--- config.mk ---
export PLATFORM = sky130hd
export DESIGN_NAME = pc_request_unit
export DESIGN_NICKNAME = d
export VERILOG_FILES = /design/src/rtl/cpu_types_pkg.sv /design/src/rtl/next_pc_logic.sv /design/src/rtl/pc_request_unit.sv
export SDC_FILE = /design/constraint.sdc
export NUM_CORES = 1
export LEC_CHECK = 0
export ABC_AREA = 0
export CORE_ASPECT_RATIO = 0.8
export CORE_MARGIN = 4
export CORE_UTILIZATION = 55
export CTS_CLUSTER_DIAMETER = 200
export CTS_CLUSTER_SIZE = 24
export DETAILED_ROUTE_END_ITERATION = 6
export PLACE_DENSITY = 0.83
export SLEW_MARGIN = 10
export SYNTH_ARGS = -nofsm -noshare
export SYNTH_HDL_FRONTEND = slang
export SYNTH_HIERARCHICAL = 1
export SYNTH_SLANG_ARGS = --single-unit
--- constraint.sdc ---
create_clock -name CLK -period 6.95 [get_ports CLK]
set_input_delay 1.39 -clock CLK [delete_from_list [all_inputs] [get_ports CLK]]
set_output_delay 1.39 -clock CLK [all_outputs]
set_load 0.02 [all_outputs]
--- src/rtl/cpu_types_pkg.sv ---
// Shared CPU types: datapath word and next-PC source encoding.
package cpu_types_pkg;

  localparam int WORD_BITS = 32;

  typedef logic [WORD_BITS-1:0] word_t;

  // Encoding matches {JReg, PcSrc} coming out of control_unit.
  typedef enum logic [1:0] {
    PC_SEQ = 2'b00,
    PC_BR  = 2'b01,
    PC_JR  = 2'b10,
    PC_J   = 2'b11
  } pcsel_t;

endpackage

--- src/rtl/next_pc_logic.sv ---
// Combinational next-PC computation: sequential, branch, register jump, absolute jump.
// All arithmetic wraps modulo 2^32.
module next_pc_logic
  import cpu_types_pkg::*;
(
  input  logic [31:0] pc,
  input  logic [31:0] instr,
  input  logic [31:0] rs_data,
  input  logic [1:0]  pcsel,
  output logic [31:0] next_pc,
  output logic [31:0] pc_plus4
);

  logic [31:0] br_offset;
  logic [31:0] br_target;
  logic [31:0] j_target;
  pcsel_t      sel;

  assign pc_plus4  = pc + 32'd4;
  // Sign-extended word offset, relative to the instruction after the branch.
  assign br_offset = {{14{instr[15]}}, instr[15:0], 2'b00};
  assign br_target = pc_plus4 + br_offset;
  // Absolute jump stays inside the 256 MB region of the delay-slot PC.
  assign j_target  = {pc_plus4[31:28], instr[25:0], 2'b00};
  assign sel       = pcsel_t'(pcsel);

  // Select the target according to the control_unit selector.
  always_comb begin
    next_pc = pc_plus4;
    case (sel)
      PC_SEQ:  next_pc = pc_plus4;
      PC_BR:   next_pc = br_target;
      PC_JR:   next_pc = rs_data;
      PC_J:    next_pc = j_target;
      default: next_pc = pc_plus4;
    endcase
  end

endmodule

--- src/rtl/pc_request_unit.sv ---
// Fetch/request stage: owns the PC, issues imem/dmem requests, holds the current
// instruction for decode and pulses instr_done when an instruction retires.
//
// Handshake: a request (imemREN / dmemREN / dmemWEN) is held high continuously
// until the matching completion (ihit / dhit) is sampled at a rising CLK edge;
// a completion while its request is low is ignored. ihit has no effect in DATA,
// dhit has no effect in FETCH, so a simultaneous ihit & dhit in DATA acts as dhit only.
module pc_request_unit
  import cpu_types_pkg::*;
#(
  parameter logic [31:0] PC_INIT = 32'h0000_0000,
  parameter int          WORD_W  = 32
) (
  input  logic        CLK,
  input  logic        nRST,
  input  logic        ihit,
  input  logic        dhit,
  input  logic [31:0] imemload,
  input  logic        PcSrc,
  input  logic        JReg,
  input  logic        Halt,
  input  logic        dMemRe,
  input  logic        dMemWr,
  input  logic [31:0] rs_data,
  output logic [31:0] imemaddr,
  output logic        imemREN,
  output logic        dmemREN,
  output logic        dmemWEN,
  output logic [31:0] instr,
  output logic [31:0] pc_plus4,
  output logic        instr_done,
  output logic        halt,
  output logic [1:0]  state_dbg
);

  typedef enum logic [1:0] {
    FETCH  = 2'b00,
    DATA   = 2'b01,
    HALTED = 2'b10
  } state_t;

  state_t      state, state_next;
  logic [31:0] pc, ir, npc_q;
  logic        dren_q, dwen_q;
  logic [31:0] next_pc;
  logic [31:0] pc_d;
  logic        pc_load;
  logic        capture;
  logic        imem_ren;
  logic        dmem_ren;
  logic        dmem_wen;
  logic        done;

  // In FETCH the instruction comes straight from imem so it can be decoded in the hit cycle.
  assign instr     = (state == FETCH) ? imemload : ir;
  assign imemaddr  = pc;
  assign halt      = (state == HALTED);
  assign state_dbg = state;

  // Gating with nRST keeps the fetch request and retire pulse low while reset is held.
  assign imemREN    = imem_ren & nRST;
  assign instr_done = done & nRST;
  assign dmemREN    = dmem_ren;
  assign dmemWEN    = dmem_wen;

  next_pc_logic u_next_pc (
    .pc       (pc),
    .instr    (instr),
    .rs_data  (rs_data),
    .pcsel    ({JReg, PcSrc}),
    .next_pc  (next_pc),
    .pc_plus4 (pc_plus4)
  );

  // FSM state register.
  always_ff @(posedge CLK or negedge nRST) begin
    if (!nRST) state <= FETCH;
    else       state <= state_next;
  end

  // Next-state decode and request/retire outputs.
  always_comb begin
    state_next = state;
    pc_load    = 1'b0;
    pc_d       = next_pc;
    capture    = 1'b0;
    imem_ren   = 1'b0;
    dmem_ren   = 1'b0;
    dmem_wen   = 1'b0;
    done       = 1'b0;
    case (state)
      FETCH: begin
        imem_ren = 1'b1;
        if (ihit) begin
          if (Halt) begin
            state_next = HALTED;
          end else if (dMemRe || dMemWr) begin
            state_next = DATA;
            capture    = 1'b1;
          end else begin
            pc_load = 1'b1;
            pc_d    = next_pc;
            done    = 1'b1;
          end
        end
      end
      DATA: begin
        dmem_ren = dren_q;
        dmem_wen = dwen_q;
        if (dhit) begin
          state_next = FETCH;
          pc_load    = 1'b1;
          pc_d       = npc_q;
          done       = 1'b1;
        end
      end
      HALTED: begin
        state_next = HALTED;
      end
      default: begin
        state_next = FETCH;
      end
    endcase
  end

  // PC, instruction register, deferred next PC and latched data-request kind.
  always_ff @(posedge CLK or negedge nRST) begin
    if (!nRST) begin
      pc     <= PC_INIT;
      ir     <= '0;
      npc_q  <= '0;
      dren_q <= 1'b0;
      dwen_q <= 1'b0;
    end else begin
      if (pc_load) pc <= pc_d;
      if (capture) begin
        ir     <= imemload;
        npc_q  <= next_pc;
        dren_q <= dMemRe;
        dwen_q <= dMemWr;
      end
    end
  end

endmodule
# ---- Word level (Yosys, flattened, before mapping)
# Cells that the tools add are included.
dict set report op_classes {
  mux 21
  n_eq_ne 8
  n_mul 0
  shift 0
  n_bitwise 2
  n_reduce_logical 4
  div_mod_pow 0
  add_sub_neg 2
  order_cmp 0
}
# cell count
set op_table {}
lappend op_table {{one-hot mux 32 bit (4 select lines)} 1}
lappend op_table {{two-way mux 32 bit} 3}
lappend op_table {{adder 32 x 3 -> 32 bit (second input constant)} 1}
lappend op_table {{adder 32 bit} 1}
lappend op_table {{two-way mux 1 bit} 11}
lappend op_table {{two-way mux 2 bit} 4}
lappend op_table {{equality test 2 bit (second input constant)} 3}
lappend op_table {{one-hot mux 2 bit (3 select lines)} 1}
lappend op_table {{equality test 2 x 1 -> 1 bit (second input constant)} 2}
lappend op_table {{zero test 2 bit} 2}
lappend op_table {{inequality test 2 bit (second input constant)} 2}
lappend op_table {{inequality test 3 x 2 -> 1 bit (second input constant)} 1}
lappend op_table {{AND reduction 3 bit} 1}
lappend op_table {{bitwise AND 1 bit} 2}
lappend op_table {{one-hot mux 1 bit (2 select lines)} 1}
lappend op_table {{logical OR 1 bit} 1}
dict set report word_totals {
  in_bits 73
  word_cells 43
  mem_bits_ro 0
  latch_bits 0
  register_bits 100
  mem_count 0
  ram_bits 0
  output_inout_bits 103
}

# ---- Longest topological paths before layout
dict set report logic_depth {
  ltp_word 6
  mapped_depth 17
  depth_no_buf 17
}

# ---- Modules after synthesis
# The synthesis kept the hierarchy.
# mod instances area_per_inst_um2 seq_area_each_um2 cells_each
set modules_own_cells {}
lappend modules_own_cells {pc_request_unit 1 4708.3 2502.4 380}
lappend modules_own_cells {next_pc_logic 1 2981.6 0.0 404}

# ---- Worst setup path before layout
# No wires, ideal clock.
dict set report synth_timing {
  path_kind {reg-to-reg}
  start {register pc[2] (netlist: imemaddr[2])}
  end {register npc_q[26]}
  setup_slack_ps 2677
  t_arrival_ps 4148
  n_path_buf 0
  required_ps 6825
  synth_period_minus_slack_ps 4273
  path_stages_with_launch 17
  setup_time_ps 125
  cell_sequence {dfrtp_1 -> ha_1 -> nand4_1 -> nor4_2 -> and2_1 -> nand2_1 -> xnor2_1 -> ha_1 -> and3_1 -> nor2b_1 -> and2_1 -> a22o_1 -> a21oi_1 -> nand2_1 -> xor2_1 -> a221o_1 -> mux2_2}
}
dict set report synth_between {
  elab_chain_len 3
}
# item line
set synth_lines {}
lappend synth_lines {{start, declared} pc_request_unit.sv:43} ;# logic [31:0] pc, ir, npc_q;
lappend synth_lines {{start signal, assigned} pc_request_unit.sv:135} ;# if (pc_load) pc <= pc_d;
lappend synth_lines {{adder 32 x 3 -> 32 bit} next_pc_logic.sv:19} ;# assign pc_plus4 = pc + 32'd4;
lappend synth_lines {{named net pc_plus4[22]} pc_request_unit.sv:30} ;# output logic [31:0] pc_plus4,
lappend synth_lines {{adder 32 bit} next_pc_logic.sv:22} ;# assign br_target = pc_plus4 + br_offset;
lappend synth_lines {{one-hot mux 32 bit (4 select lines)} next_pc_logic.sv:30} ;# case (sel)
lappend synth_lines {{named net next_pc[26]} pc_request_unit.sv:45} ;# logic [31:0] next_pc;
lappend synth_lines {{end signal, assigned} pc_request_unit.sv:138} ;# npc_q <= next_pc;
lappend synth_lines {{end, declared} pc_request_unit.sv:43}
# The timed path passes the listed nets, and every way through them passes these cells.
# A chain may end at the register's enable or synchronous reset.

# ---- Worst setup path after layout
dict set report layout_timing {
  start {input port Halt}
  end {output port instr_done}
}
dict set report layout_between {
  elab_chain_len 4
}
# item line
set layout_lines {}
lappend layout_lines {{start, declared} pc_request_unit.sv:21} ;# input logic Halt,
lappend layout_lines {{two-way mux 1 bit} pc_request_unit.sv:95} ;# if (Halt) begin
lappend layout_lines {{two-way mux 1 bit} pc_request_unit.sv:94} ;# if (ihit) begin
lappend layout_lines {{one-hot mux 1 bit (2 select lines)} pc_request_unit.sv:91} ;# case (state)
lappend layout_lines {{bitwise AND 1 bit} pc_request_unit.sv:62} ;# assign instr_done = done & nRST;
lappend layout_lines {{end, declared} pc_request_unit.sv:31} ;# output logic instr_done,
# No other way between the ends.

==> impl_metrics.csv <==
group,metric,value,unit
outcome,status,"finished clean",
die,start_util,56.35,%
timing,setup_viol,0,
clocking,clock_latency,0.35,ns
synth,synthTopCellsByCount,"dfrtp_1 (100), nor2_1 (69), mux2_2 (67)",
final_layout,multi_input_area,4860,um2
power_and_ir_drop,power_frac_seq,22.5,%
synth,yosysTopAreaCellShare,32.54,%
place,port_buffers,175,
synth,synth.distinct_cells,67,
place,hpwl,16.60,mm
synth,synth_compound_area_share,15.20,%
power_and_ir_drop,p_comb_share,66.7,%
power_and_ir_drop,p_per_area,504.2,nW/um2
clocking,cts_max_level,3,
timing,max_slew_margin,34.37,%
synth,mappedNetlistArea,7690,um2
routing,post-route-drc-count,0,
timing,fmax,0.2003,GHz
global_route,first_global_vias,6859,
synth,yosysMostFrequentCell,"dfrtp_1",
worst_setup_path,crit_chain,"clkdlybuf4s50_1 > or4b_4 > o21ai_0 > and2_1 > clkdlybuf4s50_1",
routing,vias,7079,
routing,wire_per_inst,20.93,um
final_layout,seq_area,2502,um2
global_route,antenna_found_initial,1,
worst_setup_path,worstPathArrival,3.60,ns
final_layout,antenna_cells,0,
worst_setup_path,crit_path_top_delay_cell,"or4b_4",
synth,synth_ff_type,"dfrtp_1",
synth,ys_seq_area_share,32.54,%
synth,synthArstFlopShare,100.0,%
global_route,grt_pass1_wl,36.90,mm
worst_setup_path,cpPeakStageDelay,0.73,ns
place,gp_congestion,0.9709,
final_layout,drive_gt1_share,16.81,%
global_route,overflow,0,
synth,syn_inst,784,
synth,ys_top_cells_by_area,"dfrtp_1 (33%), mux2_2 (9.8%), mux2_4 (5.9%)",
power_and_ir_drop,clkPwrFrac,10.7,%
die,rows,38,
clocking,cts_sinks,100,
clocking,clockBufferDepth,2,
synth,synth-edff-count,0,
synth,yosys.area_share.adder,5.792,%
synth,ys_ff_latch,100,
min_path,hp-class,"reg2reg",
place,preCtsSetupSlack,1.995,ns
worst_setup_path,start_kind,"input port",
power_and_ir_drop,ir_drop,245.4,uV
timing,slew_viol_final,0,
worst_setup_path,critPathMaxFanout,35,
synth,avgSynthCellArea,9.809,um2
synth,ys_warn_count,6,
clocking,cts_setup_buffers,0,
run,drv_cap,0,
power_and_ir_drop,p_sw_share,45.26,%
synth,synth_top_family_by_area,"multiplexers",
synth,synth_nets,892,
worst_setup_path,crit_top_cell,"clkdlybuf4s50_1",
worst_setup_path,rrSetupSlack,2.06,ns
routing,routed_wl,23.32,mm
global_route,track_usage,28.71,%
timing,fin_crit_sh,71.83,%
die,dieArea,15950,um2
final_layout,fillers,1054,
timing,clock_skew,0.01053,ns
routing,viasPerCell,6.355,
final_layout,area_delta_synth_final,26.93,%
clocking,hold_buffers,0,
clocking,cts_root_buffer,"clkbuf_16",
power_and_ir_drop,power_switching,2.228,mW
worst_setup_path,path_class,"in2out",
clocking,cts_resized,0,
timing,fin_crit,4.992,ns
timing,tns,0,ns
synth,synth_xor_area_share,5.695,%
worst_setup_path,crit_required,5.56,ns
timing,rsz0062_at_grt,"false",
routing,first_pass_iters,5,
power_and_ir_drop,p_int,2.694,mW
die,pin_count,176,
final_layout,nets,1037,
die,fp.coreArea,13650,um2
clocking,clk_pin_slew,0.08,ns
die,die_h,113.8,um
die,die_w,140.2,um
global_route,grt_max_degree,65,
worst_setup_path,critPathCaptureType,"output pin",
synth,yosys.area_share.simple,14.73,%
clocking,cts_tree,"yes",
power_and_ir_drop,leakage,4.107,nW
timing,fin_ws,1.958,ns
timing,hold_viol,0,
synth,yosysTopAreaCell,"dfrtp_1",
timing,worst_slew_pin_slew,0.9824,ns
routing,drt-initial-drc-count,858,
routing,postRouteAntennaNets,0,
synth,synthMuxAreaShare,21.66,%
clocking,cts_buffers,9,
## worst paths after layout
| kind | start | endpoint | cells past startpoint |
|---|---|---|---|
| max | Halt | instr_done | 5 |
| min | ir[0] | ir[0] | 1 |
| max in group asynchronous | nRST | imemaddr[8] | 2 |
| min in group asynchronous | nRST | npc_q[11] | 1 |
| max reg2reg | imemaddr[2] | npc_q[26] | 16 |
| min reg2reg | ir[0] | ir[0] | 1 |
## per-stage QoR
step                      total power [mW]  util, %  cell area, um2  instances  hold WS, ns
after global placement               4.257    69.31            9458       1098       0.4861
final                                4.922    71.53            9761       1114       0.5069
after global routing                 5.225    71.53            9761       1114       0.5221
after floorplan                      3.220        -            7690        784       0.4584
after detailed placement             4.324    69.31            9458       1098       0.4911
after CTS                            4.877    71.53            9761       1114       0.5111
## cell usage in the layout (no fill, tap or decap), types with 3 or more instances in the layout
cell type,instances
buf_4,8
clkdlybuf4s50_1,172
mux2_2,67
o31a_1,3
ha_1,34
nor3_1,8
clkbuf_16,9
a21oi_1,33
nand4_1,9
a221o_1,6
nand3b_1,4
mux2i_1,10
a21o_1,10
mux2_4,30
inv_1,21
xnor2_1,30
o21ai_0,61
a211oi_1,4
dfrtp_1,100
and3_1,8
a31oi_1,35
nor2_1,67
or2_2,3
o21a_1,5
nor2b_1,7
o21bai_1,5
and2_1,5
nand2_1,38
mux4_2,16
nand3_1,50
nand2b_1,4
xor2_1,20
## state kept, by name (all words and copies together) (netlist names)
register / count
state_dbg: 2
dwen_q: 1
npc_q: 32
imemaddr: 32
dren_q: 1
ir: 32
## kinds of logic after synthesis
| family | count (synthesis) |
|---|---|
| multiplexers | 123 |
| XOR/XNOR | 50 |
| adder cells (fa/ha/maj) | 35 |
| buffers and inverters | 69 |
| flip-flops | 100 |
| AND/OR/NAND/NOR | 223 |
| AO/OA/AOI/OAI | 184 |
## worst max-delay path, delay by kind of cell
| kind | cells | cell delay (ns) |
|---|---|---|
| compound gates | 1 | 0.22 |
| buf+inv | 2 | 1.10 |
| simple gates | 2 | 0.88 |
## per-layer routing
layer	part of all wire (%)	global-route usage [%]	wire [um]	vias up
li1	-	-	-	3169
met3	9.4	5.658	2197	50
met5	0	0	0	-
met4	1.7	7.424	391	0
met2	45	43.40	10440	393
met1	44	42.56	10300	3467
## power groups by stage
| stage | Sequential, mW | Clock (mW) | Combinational (mW) |
|---|---|---|---|
| after floorplan | 1.14 | 0 | 2.08 |
| after global placement | 1.09 | 0 | 3.17 |
| after detailed placement | 1.10 | 0 | 3.22 |
| after CTS | 1.10 | 0.534 | 3.24 |
| after global routing | 1.14 | 0.557 | 3.53 |
| final | 1.11 | 0.528 | 3.28 |
## layout make-up
cell class / count / share of cell area (%)
tap: 180 / 2.307
inverter: 21 / 0.8076
timing repair buffer: 182 / 18.36
clock buffer: 11 / 2.487
sequential: 100 / 25.64
clock inverter: 5 / 0.6153
multi-input combinational: 615 / 49.79
Note: power is estimated with default switching activity, not from simulation.
